$ cat config.mk
export PLATFORM = sky130hd
export DESIGN_NAME = alu_regfile_ctrl_flat
export DESIGN_NICKNAME = d
export VERILOG_FILES = /design/src/rtl/alu_regfile_ctrl_if.sv /design/src/rtl/alu_regfile_ctrl.sv /design/src/flat_wrapper.sv
export SDC_FILE = /design/constraint.sdc
export NUM_CORES = 1
export LEC_CHECK = 0
export BUFFER_PORTS_ARGS = -buffer_cell sky130_fd_sc_hd__buf_2
export CORE_ASPECT_RATIO = 0.7
export CORE_UTILIZATION = 25
export CTS_BUF_LIST = sky130_fd_sc_hd__clkbuf_8 sky130_fd_sc_hd__clkbuf_16
export CTS_CLUSTER_SIZE = 30
export DETAILED_ROUTE_END_ITERATION = 10
export PLACE_DENSITY_LB_ADDON = 0.08
export SLEW_MARGIN = 40
export SYNTH_ARGS = -nofsm -noshare
export SYNTH_HDL_FRONTEND = slang
export SYNTH_SLANG_ARGS = --single-unit
$ cat constraint.sdc
create_clock -name clk -period 2.15 [get_ports clk]
set_clock_uncertainty 0.15 [all_clocks]
set_input_delay 0.215 -clock clk [delete_from_list [all_inputs] [get_ports clk]]
set_output_delay 0.215 -clock clk [all_outputs]
set_load 0.1 [all_outputs]
$ cat src/rtl/alu_regfile_ctrl_if.sv
// Instruction issue channel between a sequencer and the register-file/issue controller.
// The sequencer drives the instruction fields and valid; the controller returns ready.
interface alu_regfile_ctrl_if;
    localparam int unsigned DW  = 16;
    localparam int unsigned AW  = 3;
    localparam int unsigned OPW = 4;

    logic           instr_valid;
    logic           instr_ready;
    logic [OPW-1:0] instr_op;
    logic [AW-1:0]  instr_rd;
    logic [AW-1:0]  instr_rs;
    logic [AW-1:0]  instr_rt;
    logic [DW-1:0]  instr_imm;

    modport master (
        output instr_valid, instr_op, instr_rd, instr_rs, instr_rt, instr_imm,
        input  instr_ready
    );

    modport slave (
        input  instr_valid, instr_op, instr_rd, instr_rs, instr_rt, instr_imm,
        output instr_ready
    );
endinterface

$ cat src/rtl/alu_regfile_ctrl.sv
// Register file and single-issue controller wrapped around a 16-bit ALU.
// Each legal instruction takes IDLE -> EXEC -> WB; illegal opcodes pulse 'illegal' and stay in IDLE.
module alu_regfile_ctrl #(
    parameter int unsigned NREGS = 8
) (
    input  logic                    clk,
    input  logic                    rst,
    alu_regfile_ctrl_if.slave       ibus,
    output logic [15:0]             alu_a,
    output logic [15:0]             alu_b,
    output logic [3:0]              alu_ctrl,
    input  logic [15:0]             alu_s,
    input  logic                    alu_overflow,
    input  logic                    alu_zero,
    output logic                    wb_valid,
    output logic [2:0]              wb_rd,
    output logic [15:0]             wb_data,
    output logic                    flag_z,
    output logic                    flag_v,
    output logic                    illegal,
    input  logic [2:0]              dbg_addr,
    output logic [15:0]             dbg_data
);

    localparam int unsigned DW  = 16;
    localparam int unsigned AW  = 3;
    localparam int unsigned OPW = 4;

    localparam logic [OPW-1:0] OP_ALU_MAX = OPW'(11);
    localparam logic [OPW-1:0] OP_LI      = OPW'(12);

    typedef enum logic [1:0] {
        IDLE = 2'd0,
        EXEC = 2'd1,
        WB   = 2'd2
    } state_t;

    state_t          state;
    logic [DW-1:0]   regs [NREGS];
    logic [OPW-1:0]  op_q;
    logic [AW-1:0]   rd_q;
    logic [DW-1:0]   res_q;
    logic            z_q;
    logic            v_q;

    // R0 is hardwired to zero on every read port.
    function automatic logic [DW-1:0] rf_read(input logic [AW-1:0] addr);
        logic [DW-1:0] val;
        val = '0;
        if (addr != '0) begin
            val = regs[addr];
        end
        return val;
    endfunction

    assign ibus.instr_ready = (state == IDLE) && !rst;
    assign dbg_data         = rf_read(dbg_addr);
    assign wb_rd            = rd_q;
    assign wb_data          = res_q;

    always_ff @(posedge clk) begin
        if (rst) begin
            state    <= IDLE;
            op_q     <= '0;
            rd_q     <= '0;
            res_q    <= '0;
            z_q      <= 1'b0;
            v_q      <= 1'b0;
            alu_a    <= '0;
            alu_b    <= '0;
            alu_ctrl <= '0;
            wb_valid <= 1'b0;
            flag_z   <= 1'b0;
            flag_v   <= 1'b0;
            illegal  <= 1'b0;
            for (int i = 0; i < int'(NREGS); i++) begin
                regs[i] <= '0;
            end
        end else begin
            illegal <= 1'b0;
            case (state)
                IDLE: begin
                    if (ibus.instr_valid) begin
                        if (ibus.instr_op <= OP_ALU_MAX) begin
                            op_q     <= ibus.instr_op;
                            rd_q     <= ibus.instr_rd;
                            alu_a    <= rf_read(ibus.instr_rs);
                            alu_b    <= rf_read(ibus.instr_rt);
                            alu_ctrl <= ibus.instr_op;
                            state    <= EXEC;
                        end else if (ibus.instr_op == OP_LI) begin
                            // LI reuses the operand register as the immediate carrier; ALU opcode is left untouched.
                            op_q  <= ibus.instr_op;
                            rd_q  <= ibus.instr_rd;
                            alu_a <= ibus.instr_imm;
                            alu_b <= '0;
                            state <= EXEC;
                        end else begin
                            illegal <= 1'b1;
                        end
                    end
                end
                EXEC: begin
                    if (op_q == OP_LI) begin
                        res_q <= alu_a;
                        v_q   <= 1'b0;
                        z_q   <= (alu_a == '0);
                    end else begin
                        res_q <= alu_s;
                        v_q   <= alu_overflow;
                        z_q   <= alu_zero;
                    end
                    wb_valid <= 1'b1;
                    state    <= WB;
                end
                WB: begin
                    // Flags update even for R0 so it can act as a compare-only destination.
                    if (rd_q != '0) begin
                        regs[rd_q] <= res_q;
                    end
                    flag_z   <= z_q;
                    flag_v   <= v_q;
                    wb_valid <= 1'b0;
                    state    <= IDLE;
                end
                default: begin
                    wb_valid <= 1'b0;
                    state    <= IDLE;
                end
            endcase
        end
    end

endmodule
$ cat src/flat_wrapper.sv
// flat-port wrapper written by rule: the top's interface ports become plain ports
module alu_regfile_ctrl_flat 
#(
    parameter int unsigned NREGS = 8
)
  (clk, rst, alu_a, alu_b, alu_ctrl, alu_s, alu_overflow, alu_zero, wb_valid, wb_rd, wb_data, flag_z, flag_v, illegal, dbg_addr, dbg_data, ibus_instr_valid, ibus_instr_op, ibus_instr_rd, ibus_instr_rs, ibus_instr_rt, ibus_instr_imm, ibus_instr_ready);
  alu_regfile_ctrl_if ibus_i ();
  input  logic clk;
  input  logic rst;
  output logic [15:0] alu_a;
  output logic [15:0] alu_b;
  output logic [3:0] alu_ctrl;
  input  logic [15:0] alu_s;
  input  logic alu_overflow;
  input  logic alu_zero;
  output logic wb_valid;
  output logic [2:0] wb_rd;
  output logic [15:0] wb_data;
  output logic flag_z;
  output logic flag_v;
  output logic illegal;
  input  logic [2:0] dbg_addr;
  output logic [15:0] dbg_data;
  input wire logic [$bits(ibus_i.instr_valid)-1:0] ibus_instr_valid;
  input wire logic [$bits(ibus_i.instr_op)-1:0] ibus_instr_op;
  input wire logic [$bits(ibus_i.instr_rd)-1:0] ibus_instr_rd;
  input wire logic [$bits(ibus_i.instr_rs)-1:0] ibus_instr_rs;
  input wire logic [$bits(ibus_i.instr_rt)-1:0] ibus_instr_rt;
  input wire logic [$bits(ibus_i.instr_imm)-1:0] ibus_instr_imm;
  output wire logic [$bits(ibus_i.instr_ready)-1:0] ibus_instr_ready;
  assign ibus_i.instr_valid = ibus_instr_valid;
  assign ibus_i.instr_op = ibus_instr_op;
  assign ibus_i.instr_rd = ibus_instr_rd;
  assign ibus_i.instr_rs = ibus_instr_rs;
  assign ibus_i.instr_rt = ibus_instr_rt;
  assign ibus_i.instr_imm = ibus_instr_imm;
  assign ibus_instr_ready = ibus_i.instr_ready;
  alu_regfile_ctrl #(.NREGS(NREGS)) u_core (.clk(clk), .rst(rst), .ibus(ibus_i), .alu_a(alu_a), .alu_b(alu_b), .alu_ctrl(alu_ctrl), .alu_s(alu_s), .alu_overflow(alu_overflow), .alu_zero(alu_zero), .wb_valid(wb_valid), .wb_rd(wb_rd), .wb_data(wb_data), .flag_z(flag_z), .flag_v(flag_v), .illegal(illegal), .dbg_addr(dbg_addr), .dbg_data(dbg_data));
endmodule
# After elaboration in Yosys (flattened, before gate mapping)
# Memory sizes are Yosys's and may differ from the RTL's.
# Cells that the tools add are included.
# Widths: inputs -> output; s select.
dict set report op_classes {
  bitwise_logic 2
  order_cmp 1
  eq_ne 6
  reduce_logical 14
  n_mux 29
}
# op count
set op_table {}
lappend op_table {{$mux 16} 9}
lappend op_table {{$logic_not 16->1} 1}
lappend op_table {{$reduce_or 16->1} 1}
lappend op_table {{$reduce_bool 3->1} 4}
lappend op_table {{$mux 1} 10}
lappend op_table {{$mux 3} 3}
lappend op_table {{$eq 4x4->1 const B} 2}
lappend op_table {{$mux 4} 2}
lappend op_table {{$mux 2} 3}
lappend op_table {{$reduce_and 3->1} 2}
lappend op_table {{$le 4x4->1 const B} 1}
lappend op_table {{$pmux 2 s2} 1}
lappend op_table {{$reduce_or 4->1} 1}
lappend op_table {{$ne 3x3->1 const B} 1}
lappend op_table {{$eq 2x1->1 const B} 1}
lappend op_table {{$eq 2x2->1 const B} 1}
lappend op_table {{$logic_not 2->1} 1}
lappend op_table {{$ne 2x2->1 const B} 1}
lappend op_table {{$not 1->1} 2}
lappend op_table {{$pmux 1 s2} 1}
lappend op_table {{$reduce_and 2->1} 1}
lappend op_table {{$reduce_bool 2->1} 1}
lappend op_table {{$logic_and 1x1->1} 1}
lappend op_table {{$logic_not 1->1} 1}
dict set report word_totals {
  in_bits 53
  register_bits 67
  n_memories 1
  ramBits 128
  word_cells 66
  out_inout_bits 76
}
# name depth width read_ports rd_clocked_by_memory_dff write_ports line_no
set mem_list {}
lappend mem_list {u_core.regs 8 16 3 0 8 alu_regfile_ctrl.sv:39} ;# logic [DW-1:0] regs [NREGS];

# Longest topological paths before layout
dict set report logic_depth {
  depth_word 7
  ltp_mapped 7
  mapped_depth_nobuf 4
}

# Least setup slack after synthesis
# OpenSTA, ideal clock, no wires.
dict set report synth_timing {
  path_type {input to output}
  from {in dbg_addr[1]}
  to {out dbg_data[15]}
  cell_stages 6
  n_path_buf 3
  t_required_ns 1.785
  t_arrival_ns 3.262
  setup_slack_ns -1.477
  cell_sequence {clkbuf_1 > nor2b_1 > clkbuf_1 > clkbuf_1 > a22oi_1 > o21ai_0}
}
dict set report synth_via {
  elab_chain_cells 2
  word_cells_on_any_way 3
  classes_between {mux (1); reduce/logical (1); memory (1)}
}
# element line_no
set synth_rtl {}
lappend synth_rtl {{from (decl)} flat_wrapper.sv:22} ;# input logic [2:0] dbg_addr;
lappend synth_rtl {{$mem_v2 8x16 or $reduce_bool 3->1 (tied branches)} -}
lappend synth_rtl {{$mux 16 (*)} alu_regfile_ctrl.sv:50} ;# if (addr != '0) begin
lappend synth_rtl {{to (decl)} flat_wrapper.sv:23} ;# output logic [15:0] dbg_data;
# Mark *: on every way between the ends. The rest lies on a longest branch, timed or not.

==> reports/qor.csv <==
stage;metric;value;unit
detailed_routing;routed wire length on met3;2040;um
final_layout;Post-Layout Inst Area;0.0128;sq mm
detailed_routing;wl on met1;20100;um
synth;count of state elements after synthesis;179;
detailed_routing;total number of vias;7501;
floorplan;Die Y;165;um
sta;slew at the pin with the worst max-slew slack;0.725;ns
final_layout;fin util;34.2;%
sta;sum of negative setup slack;0;ns
grt;total routing usage reported by global routing;19.5;%
detailed_routing;total routed wirelength;37700;um
run_status;run status;complete, no violations;
critical_path;cell with the largest stage delay on the worst path;sky130_fd_sc_hd__mux4_2;
grt;number of antenna violations at the first check in global routing;0;
detailed_routing;via density per instance;4.98;
sta;Min Clock Period, post-route;2.14;ns
floorplan;I/O pin cnt;129;
synth;share of synthesized registers carrying an async set or reset;0;%
power_and_ir_drop;Tot Pwr;9.36;mW
clock_network;number of clock sinks;179;
synth;cell accounting for the most synthesized area;sky130_fd_sc_hd__edfxtp_1;
clock_network;Inserted Clock Buffers;17;
critical_path;critical-path cell list;mux4_2 > inv_2 > a21oi_4 > buf_12;
place;placed wire-length estimate;26700;um
sta;Final Hold Violating Endpoints;0;
detailed_routing;wire length on met2;15100;um
critical_path;CP Max Fanout;3;
sta;peak clock frequency supported by timing;466;MHz
detailed_routing;detail-routed net length per standard cell;25.0;um
clock_network;clock insertion delay at the later pin of the skew report;0.45;ns
final_layout;post-route insts no fill;1507;
sta;worst slack on hold paths;0.0333;ns
floorplan;Starting Density;25.5;%
synth;number of distinct library cells after synthesis;47;
floorplan;horizontal extent of the die;235;um
critical_path;largest incremental delay on the critical path;0.54;ns
sta;Slew Limit Fails;0;
synth;ranking of synthesized cells by area;sky130_fd_sc_hd__edfxtp_1 35%, sky130_fd_sc_hd__dfxtp_1 14%, sky130_fd_sc_hd__mux4_2 7.8%;
final_layout;fraction of final layout cells with drive strength greater than 1;37.4;%
synth;Post-synth EDFFs;112;
critical_path;Startpoint Class;flip-flop;
detailed_routing;router iterations before antenna repair;5;
grt;Overflow after GRT;0;
flow_run;max-capacitance violation count;0;
critical_path;flop-to-flop setup slack;0.16;ns
critical_path;endpoint class of the critical path;primary output;
floorplan;die outline area;0.0389;sq mm
clock_network;# H-tree levels;4;
final_layout;Synth-to-Final Area Change;34.1;%
floorplan;standard-cell row count;59;
floorplan;floorplan core area;0.0374;sq mm
detailed_routing;antenna-violating nets left;0;
synth;synthesized area;0.00952;sq mm
sta;unrepaired setup endpoints after global routing;true;
power_and_ir_drop;Max VDD drop;0.000562;V
clock_network;Root Buffer Master;sky130_fd_sc_hd__clkbuf_16;
synth;sequential share of the synthesized area;49.4;%
grt;global-route wire length before repair;53500;um
critical_path;Buffers & Inverters on Critical Path;2;
clock_network;clock tree from TritonCTS;yes;
synth;share of Yosys cell area claimed by the top area cell type;35.3;%
synth;Avg Synthesized Cell Area;11.6;sq um
clock_network;largest buffer count on any clock path;2;
sta;Worst Slack Setup Final;0.00563;ns
detailed_routing;DRC;0;
grt;largest net degree at the start of global routing;36;
min_path;Hold WC Path Type;in2reg;
place;final RePlAce weighted congestion;0.804;
synth;Syn Nets;871;
synth;main flop type after synthesis;sky130_fd_sc_hd__edfxtp_1;
place;Post-Place Cell Area;0.0116;sq mm
grt;vias in the first global route;7164;
detailed_routing;count of routing violations after the opening detailed-route iteration;585;
critical_path;critical path's top delay family;multiplexers;
place;IO buf count;128;
sta;# setup viols final;0;
critical_path;required time of the critical path;1.78;ns
synth;number of warnings printed during yosys synthesis;0;
detailed_routing;highest metal layer with signal wires;met4;
place;setup slack at placement;0.148;ns
sta;max_slew headroom;51.2;%
clock_network;clock input transition at the sequential cells of the worst setup and hold paths;0.07;ns
synth;gate count of the mapped netlist;818;
sta;Tcrit/Tclk final;99.7;%
final_layout;Nets;1058;
critical_path;worst path arrival time;1.78;ns
power_and_ir_drop;Static Leakage;4.99;nW
critical_path;worst setup path class;reg2out;
place;placed instance count;1432;
power_and_ir_drop;power density normalized to cell area;733;mW/mm^2
-- power by group --
group          switching (mW)  leakage, nW  internal, mW  total (mW)
clock network            1.41        0.300          1.69        3.10
registers               0.204         1.71          3.80        4.00
logic                    1.52         2.98         0.729        2.25
-- area by class of cell --
class | instances | area [sq um]
clock buffers | 22 | 517
well taps | 488 | 611
flip-flops and latches | 179 | 4710
repair buffers | 239 | 2030
inverters | 17 | 63.8
fillers | 3743 | 24600
diodes | 1 | 2.50
clock inverters | 10 | 52.6
multi-input cells | 551 | 4780
-- kinds of logic after synthesis --
logic type / count (synthesis) / share of synthesized area [%]
AOI/OAI and AO/OA: 160 / 12.6
buffers and inverters: 88 / 4.05
and+or+nand+nor: 262 / 15.5
muxes: 129 / 18.5
DFF: 179 / 49.4
-- cell usage after synthesis, drive strengths merged, types with 2 or more instances --
library cell and count:
a32o 2, nand3 30, a22oi 31, or3b 2
o21ai 17, a31oi 2, a21oi 25, clkbuf 37
nor4 2, mux4 33, a311oi 16, and2 113
a211oi 16, mux2i 50, a221o 15, a221oi 15
nor2b 5, nor3b 3, nand2 33, nand2b 7
o21a 4, dfxtp 67, nor2 50, mux2 46
nor3 4, inv 17, edfxtp 112, buf 34
or2 7, a22o 14, or4 2
-- what timing repair did --
item                                    4_1_cts  5_1_grt
endpoints found under the setup margin       16       17
hold buffers                                 30        0
resized for setup                            21       11
buffers inserted                              4        8
hold endpoints to repair                     31        0
-- layer usage --
| metal | global-route usage [%] | vias up |
|---|---|---|
| met3 | 3.69 | 28 |
| met1 | 30.5 | 3737 |
| li1 | - | 3475 |
| met2 | 26.8 | 261 |
| met5 | 0 | - |
| met4 | 4.99 | 0 |
-- registers in the layout (all words and copies together) (netlist names) --
signal,cells
u_core.state,2
u_core.wb_valid,1
u_core.z_q,1
u_core.wb_data,16
u_core.illegal,1
u_core.op_q,4
u_core.alu_a,16
u_core.v_q,1
u_core.alu_ctrl,4
u_core.alu_b,16
u_core.flag_z,1
u_core.flag_v,1
u_core.regs,112
u_core.wb_rd,3
-- placed cells by master (no fill, tap or decap), types with 10 or more instances in the layout --
cell                            synthesis  routed
sky130_fd_sc_hd__a211oi_1              16      16
sky130_fd_sc_hd__a21oi_1               25      10
sky130_fd_sc_hd__a21oi_4                0      15
sky130_fd_sc_hd__a221o_1               15      15
sky130_fd_sc_hd__a221oi_2               0      10
sky130_fd_sc_hd__a22o_1                14      14
sky130_fd_sc_hd__a22oi_1               31      31
sky130_fd_sc_hd__a311oi_1              16      16
sky130_fd_sc_hd__and2_1               113     113
sky130_fd_sc_hd__buf_12                 0      35
sky130_fd_sc_hd__buf_2                 28     111
sky130_fd_sc_hd__buf_4                  3      62
sky130_fd_sc_hd__clkbuf_16              0      19
sky130_fd_sc_hd__dfxtp_1               67      64
sky130_fd_sc_hd__dlygate4sd3_1          0      30
sky130_fd_sc_hd__edfxtp_1             112     112
sky130_fd_sc_hd__inv_1                 17      13
sky130_fd_sc_hd__mux2_2                46      43
sky130_fd_sc_hd__mux2i_1               50      50
sky130_fd_sc_hd__mux4_2                33      33
sky130_fd_sc_hd__nand2_1               33      33
sky130_fd_sc_hd__nand3_1               30      30
sky130_fd_sc_hd__nor2_1                44      44
sky130_fd_sc_hd__o21ai_0               17      16
-- worst reg2reg max path: stages (launching register included) --
cell and delay (ns):
sky130_fd_sc_hd__dfxtp_1 0.35, sky130_fd_sc_hd__buf_4 0.15, sky130_fd_sc_hd__or3b_4 0.42, sky130_fd_sc_hd__nor2_4 0.17, sky130_fd_sc_hd__buf_4 0.31, sky130_fd_sc_hd__nor2_1 0.08, sky130_fd_sc_hd__a311oi_1 0.25
-- worst paths after layout --
kind / startpoint / end / depth (start not counted)
hold / removal: alu_s[12] / u_core.wb_data[12] / 3
hold reg to reg: u_core.alu_ctrl[0] / u_core.alu_ctrl[0] / 2
setup / recovery: u_core.regs[7][3] / dbg_data[3] / 4
setup reg to reg: u_core.state[1] / u_core.alu_a[6] / 6
Power figures use the tool's default switching activity.
